$ cat src/rtl/uart_pkg.sv
// rtl/uart_pkg.sv - shared state encoding and constants for the UART transmitter
package uart_pkg;

  localparam int   CNT_W    = 16;
  localparam logic TXD_IDLE = 1'b1;

  typedef logic [2:0] uart_state_t;

  localparam uart_state_t ST_IDLE   = 3'd0;
  localparam uart_state_t ST_FETCH  = 3'd1;
  localparam uart_state_t ST_LOAD   = 3'd2;
  localparam uart_state_t ST_START  = 3'd3;
  localparam uart_state_t ST_DATA   = 3'd4;
  localparam uart_state_t ST_PARITY = 3'd5;
  localparam uart_state_t ST_STOP   = 3'd6;

endpackage

$ cat src/rtl/uart_baud_cnt.sv
// rtl/uart_baud_cnt.sv - bit-period down-counter; tick marks the last clock of a bit
module uart_baud_cnt
  import uart_pkg::*;
(
  input  logic             clk,
  input  logic             rst_n,
  input  logic             load_i,
  input  logic [CNT_W-1:0] div_i,
  output logic             tick_o
);

  logic [CNT_W-1:0] cnt_q, cnt_d;

  always_comb begin
    cnt_d = cnt_q;
    if (load_i) begin
      cnt_d = div_i;
    end else if (cnt_q != '0) begin
      cnt_d = cnt_q - 1'b1;
    end
  end

  always_ff @(posedge clk or negedge rst_n) begin
    if (!rst_n) begin
      cnt_q <= '0;
    end else begin
      cnt_q <= cnt_d;
    end
  end

  assign tick_o = (cnt_q == '0);

endmodule

$ cat src/rtl/uart_tx_ctrl.sv
// rtl/uart_tx_ctrl.sv - UART transmit controller pulling characters from an external TX FIFO
module uart_tx_ctrl
  import uart_pkg::*;
#(
  parameter int DATA_WIDTH = 8
) (
  input  logic                  clk,
  input  logic                  rst_n,
  input  logic                  tx_en,
  input  logic [15:0]           baud_div,
  input  logic                  parity_en,
  input  logic                  parity_odd,
  input  logic                  stop2,
  input  logic                  fifo_empty,
  output logic                  fifo_rd_en,
  input  logic [DATA_WIDTH-1:0] fifo_rdata,
  output logic                  txd,
  output logic                  tx_busy,
  output logic                  tx_done
);

  localparam int               IDX_W    = $clog2(DATA_WIDTH + 1);
  localparam logic [IDX_W-1:0] LAST_IDX = IDX_W'(DATA_WIDTH - 1);

  uart_state_t           state_q, state_d;
  logic [DATA_WIDTH-1:0] shift_q, shift_d;
  logic [IDX_W-1:0]      idx_q, idx_d;
  logic [CNT_W-1:0]      div_q, div_d;
  logic                  par_en_q, par_en_d;
  logic                  par_q, par_d;
  logic                  stop2_q, stop2_d;
  logic                  txd_q, txd_d;
  logic                  done_q, done_d;
  logic                  tick;
  logic                  cnt_load;
  logic [CNT_W-1:0]      cnt_div;

  // LOAD arms the first bit period with the live divider since div_q latches on the same edge.
  assign cnt_load = (state_q == ST_LOAD) ||
                    (tick && (state_q inside {ST_START, ST_DATA, ST_PARITY, ST_STOP}));
  assign cnt_div  = (state_q == ST_LOAD) ? baud_div : div_q;

  uart_baud_cnt u_baud_cnt (
    .clk    (clk),
    .rst_n  (rst_n),
    .load_i (cnt_load),
    .div_i  (cnt_div),
    .tick_o (tick)
  );

  always_comb begin
    state_d  = state_q;
    shift_d  = shift_q;
    idx_d    = idx_q;
    div_d    = div_q;
    par_en_d = par_en_q;
    par_d    = par_q;
    stop2_d  = stop2_q;
    done_d   = 1'b0;
    case (state_q)
      ST_IDLE: begin
        if (tx_en && !fifo_empty) state_d = ST_FETCH;
      end
      ST_FETCH: state_d = ST_LOAD;
      ST_LOAD: begin
        shift_d  = fifo_rdata;
        div_d    = baud_div;
        par_en_d = parity_en;
        par_d    = (^fifo_rdata) ^ parity_odd;
        stop2_d  = stop2;
        idx_d    = '0;
        state_d  = ST_START;
      end
      ST_START: begin
        if (tick) state_d = ST_DATA;
      end
      ST_DATA: begin
        if (tick) begin
          if (idx_q == LAST_IDX) begin
            idx_d   = '0;
            state_d = par_en_q ? ST_PARITY : ST_STOP;
          end else begin
            idx_d   = idx_q + 1'b1;
            shift_d = shift_q >> 1;
          end
        end
      end
      ST_PARITY: begin
        if (tick) state_d = ST_STOP;
      end
      ST_STOP: begin
        // idx_q doubles as the stop-bit counter
        if (tick) begin
          if (stop2_q && (idx_q == '0)) begin
            idx_d = IDX_W'(1);
          end else begin
            idx_d   = '0;
            done_d  = 1'b1;
            state_d = ST_IDLE;
          end
        end
      end
      default: state_d = ST_IDLE;
    endcase

    // txd is registered from the next state so the line never glitches.
    case (state_d)
      ST_START:  txd_d = 1'b0;
      ST_DATA:   txd_d = shift_d[0];
      ST_PARITY: txd_d = par_q;
      default:   txd_d = TXD_IDLE;
    endcase
  end

  always_ff @(posedge clk or negedge rst_n) begin
    if (!rst_n) begin
      state_q  <= ST_IDLE;
      shift_q  <= '0;
      idx_q    <= '0;
      div_q    <= '0;
      par_en_q <= 1'b0;
      par_q    <= 1'b0;
      stop2_q  <= 1'b0;
      txd_q    <= TXD_IDLE;
      done_q   <= 1'b0;
    end else begin
      state_q  <= state_d;
      shift_q  <= shift_d;
      idx_q    <= idx_d;
      div_q    <= div_d;
      par_en_q <= par_en_d;
      par_q    <= par_d;
      stop2_q  <= stop2_d;
      txd_q    <= txd_d;
      done_q   <= done_d;
    end
  end

  assign txd        = txd_q;
  assign tx_done    = done_q;
  assign tx_busy    = (state_q != ST_IDLE);
  assign fifo_rd_en = (state_q == ST_FETCH);

endmodule
$ cat config.mk
export PLATFORM = sky130hd
export DESIGN_NAME = uart_tx_ctrl
export DESIGN_NICKNAME = d
export VERILOG_FILES = /design/src/rtl/uart_pkg.sv /design/src/rtl/uart_baud_cnt.sv /design/src/rtl/uart_tx_ctrl.sv
export SDC_FILE = /design/constraint.sdc
export NUM_CORES = 1
export LEC_CHECK = 0
export ABC_AREA = 1
export CAP_MARGIN = 20
export CELL_PAD_IN_SITES_DETAIL_PLACEMENT = 1
export CELL_PAD_IN_SITES_GLOBAL_PLACEMENT = 1
export CORE_UTILIZATION = 41
export DETAILED_ROUTE_END_ITERATION = 8
export PLACE_DENSITY_LB_ADDON = 0.2
export SETUP_SLACK_MARGIN = 0.2
export SYNTH_ARGS = -nofsm -noshare
export SYNTH_HDL_FRONTEND = slang
export SYNTH_SLANG_ARGS = --single-unit
$ cat constraint.sdc
create_clock -name clk -period 2.3 [get_ports clk]
set_clock_uncertainty 0.2 [all_clocks]
set_input_delay 0.575 -clock clk [delete_from_list [all_inputs] [get_ports clk]]
set_output_delay 0.575 -clock clk [all_outputs]
set_load 0.005 [all_outputs]
==> implementation parameters <==
Parameter                              Value

Layout
  Area of the multi-input gates ... 0.00136 mm^2
  Antenna cell count ... 0
  Share of cells above drive strength 1 ... 0.135
  Filler Cell Count ... 800
  Area used by sequential logic in the layout ... 0.00130 mm^2
  Area grow syn2layout ... 23.9%
  Post-layout net count ... 433
  Post-Route Utilization ... 0.537

Worst setup path
  Number of stages on the worst setup path ... 4
  Critical Path, Cell by Cell ... nor2_2, buf_4, nand2_1, clkdlybuf4s15_1
  CP Max Fanout ... 3
  Beginning of the critical path ... state_q[1]
  Largest incremental delay on the critical path ... 0.42 ns
  Category of the most critical setup path ... register to primary output
  Cell family contributing the most delay on the critical path ... flip-flops
  Worst EP required ... 1.52 ns
  Type of element launching the critical path ... register
  Worst reg2reg startpoint ... state_q[2]
  Logic depth of the worst register-to-register path ... 9
  CP max stage cell ... sky130_fd_sc_hd__dfrtp_1
  Number of buffers and inverters on the critical path ... 2
  Kind of end point of the critical path ... primary output
  Endpoint arrival time on the critical path ... 1.25 ns

GRT
  Maximum number of pins on one net before global-route repair ... 38
  GRT overflow ... 0
  Global-route wire length before repair ... 12300 um
  Via count of the first global-routing pass ... 2626
  Number of antenna violations at the first check in global routing ... 0
  GRT Overall Usage ... 0.217

Min path
  Hold Crit Depth ... 2
  Worst min-delay path class ... register to register
  Startpoint of the worst hold path ... div_q[10]

Yosys
  Synthesis warning total ... 0
  Library cell occupying the most area in the post-synthesis netlist ... sky130_fd_sc_hd__dfrtp_1
  Synthesized area divided by synthesized cell count ... 8.07 um^2
  Share of the synthesized area in the top cell type ... 0.456
  Number of distinct standard cells referenced by the synthesized netlist ... 37
  Combinational family with the most area after synthesis ... simple AND/OR/NAND/NOR gates
  Cells taking the most area after synthesis ... sky130_fd_sc_hd__dfrtp_1 46%, sky130_fd_sc_hd__nand2_1 15%, sky130_fd_sc_hd__inv_1 4.8%
  Synth async-reset ratio ... 1.00
  Most frequently used cell type in the post-synthesis netlist ... sky130_fd_sc_hd__nand2_1
  Sequential-to-total area share from yosys stat ... 0.465
  Net count of the mapped netlist ... 382
  Area fraction in compound gates after synthesis ... 0.109
  Flops & latches, synth ... 52
  Basic-gate share of the synthesized area counting and, or, nand and nor cells ... 0.274
  Syn Std Cell Area ... 0.00280 mm^2
  Most instantiated cells after synthesis ... 109 x sky130_fd_sc_hd__nand2_1, 51 x sky130_fd_sc_hd__dfrtp_1, 36 x sky130_fd_sc_hd__inv_1
  Synth Instances ... 347
  Share of cell area taken by muxes after synthesis ... 0.00715
  Top_reg_cell synth ... sky130_fd_sc_hd__dfrtp_1
  Share of synthesized cell area in full adder, half adder and majority cells ... 0.0179
  Fraction of synthesized cell area in xor and xnor cells ... 0.0563
  Number of flops mapped to enable cells by yosys ... 0

STA
  Unrepaired setup endpoints after global routing ... true
  Min Clock Period, post-route ... 2.03 ns
  Slew @ Worst Pin ... 0.388 ns
  Setup TNS after final layout ... 0 ns
  Relative slew margins ... 0.741
  Tcrit/Tclk final ... 0.881
  Max Fclk ... 0.493 GHz
  Final-report hold violation count ... 0
  Count of final max-slew check failures ... 0
  Count of final setup violators ... 0

Route
  Vias per Instance ... 5.07
  Iteration-0 DRC count of the detailed router ... 77
  Vias after detailed routing ... 2413
  Iteration count of the initial detailed-routing pass ... 6
  Remaining design rule violation count ... 0
  Final WL ... 7080 um
  Routed wire length per instance ... 14.9 um
  Antenna-violating nets left ... 0

Power
  Net switching power ... 0.00206 W
  LEAKAGE ... 1.65 nW
  Areal power density over the cells ... 1320 mW/mm^2
  Clock share of power ... 0.121
  Internal power component ... 0.00252 W
  Reg power frac ... 0.345
  Share of total power consumed by net switching ... 0.450
  Combinational cell fraction of total power ... 0.534
  Maximum resistive drop on vdd ... 497 uV

Clock tree
  Number of buffers created by CTS ... 5
  Max clock buf depth ... 2
  CTS root buf ... sky130_fd_sc_hd__clkbuf_8
  Clock tree sinks ... 52
  Max H-tree Level ... 2
  TritonCTS clock tree ... yes
  Clk_lat worst skew ... 0.31 ns
  Clock-pin slew reported for the worst setup and hold paths after clock tree synthesis ... 0.10 ns

Die
  Initial core utilization ... 0.434
  Die width ... 84.6 um
  # IOs ... 35
  Die Footprint ... 0.00716 mm^2
  Number of cell rows ... 29
  Placeable Area ... 0.00646 mm^2
  Die height ... 84.6 um

Job
  Number of maximum-capacitance constraint violations ... 0

Placement
  Final HPWL DP ... 5090 um
  RD Place Congestion ... 0.858
  Number of port buffers ... 34

Status
  Result of the run ... completed
[through the flow]
step	power [W]	setup WS, ns	hold slack [ns]	instance area (um^2)	cells
after CTS	0.00450	0.214	0.297	3400	473
after floorplan	0.00318	0.538	0.0794	2800	347
final	0.00459	0.273	0.287	3470	476
after detailed placement	0.00382	0.0712	0.272	3240	458
after global routing	0.00503	0.126	0.323	3470	476
after global placement	0.00370	0.129	0.258	3240	458
[power by group through the flow]
stage,clock network [W],logic [W],registers (W)
finish,0.000556,0.00245,0.00158
global route,0.000606,0.00279,0.00163
CTS,0.000581,0.00233,0.00158
detailed placement,0,0.00221,0.00161
global placement,0,0.00211,0.00159
floorplan,0,0.00164,0.00154
[repair_timing]
| action | 4_1_cts | 5_1_grt |
|---|---|---|
| gates cloned | 0 | 0 |
| pin swaps | 1 | 4 |
| gates resized for setup | 6 | 16 |
| endpoints found under the setup margin | 8 | 25 |
| setup buffers | 6 | 3 |
| endpoints found under the hold margin | 15 | 0 |
| hold buffers | 1 | 0 |
[cells by family (layout without fill, tap and decap cells)]
kind of cell	Yosys count	count (layout)
and+or+nand+nor	176	176
DFF	52	52
AOI/OAI and AO/OA	49	49
buffers and inverters	46	98
xor gates and xnor gates	18	18
adders and majority gates	4	4
muxes	2	2
[placed cells by master, fill, tap and decap left out, types with 7 or more instances in the layout]
cell,Yosys,final
sky130_fd_sc_hd__nand3_1,12,12
sky130_fd_sc_hd__inv_1,36,36
sky130_fd_sc_hd__nor2_2,3,7
sky130_fd_sc_hd__nor2_1,31,25
sky130_fd_sc_hd__buf_4,2,14
sky130_fd_sc_hd__clkdlybuf4s50_1,0,30
sky130_fd_sc_hd__o21ai_0,22,22
sky130_fd_sc_hd__dfrtp_1,51,51
sky130_fd_sc_hd__xnor2_1,12,12
sky130_fd_sc_hd__nand2_1,109,108
[metal layers]
layer  track usage  share of wire
met5             0              0
met4        0.0678          0.013
met2         0.373           0.49
met1         0.285           0.47
met3        0.0305          0.026
[final timing paths]
path | endpoint | slack, ns
max | tx_busy | 0.27
min | div_q[10] | 0.29
max reg2reg | u_baud_cnt.cnt_q[2] | 0.27
min reg2reg | div_q[10] | 0.29
max in group asynchronous | txd | 0.80
min in group asynchronous | div_q[13] | 0.51
[worst register-to-register path, stage by stage (launching register included)]
cell and delay [ns]:
sky130_fd_sc_hd__dfrtp_1 0.40, sky130_fd_sc_hd__buf_4 0.15, sky130_fd_sc_hd__inv_1 0.18, sky130_fd_sc_hd__nand2_4 0.12
sky130_fd_sc_hd__buf_4 0.21, sky130_fd_sc_hd__nand2_4 0.13, sky130_fd_sc_hd__nand2_8 0.11, sky130_fd_sc_hd__nand2_1 0.08
sky130_fd_sc_hd__inv_1 0.10, sky130_fd_sc_hd__a211oi_2 0.25
[flip-flops by register name, summed over array words and instances (netlist names)]
signal and count:
txd 1, idx_q 4, par_en_q 1, stop2_q 1, div_q 16, state_q 3, par_q 1, u_baud_cnt.cnt_q 16
shift_q 8, tx_done 1
[final cells by class]
cell class                      count  area share
Clock buffer                        7      0.0249
Clock inverter                      1     0.00216
Inverter                           40      0.0440
Multi-Input combinational cell    249       0.392
Sequential cell                    52       0.376
Tap cell                           77      0.0278
Timing Repair Buffer               50       0.134
Power figures use the tool's default switching activity.
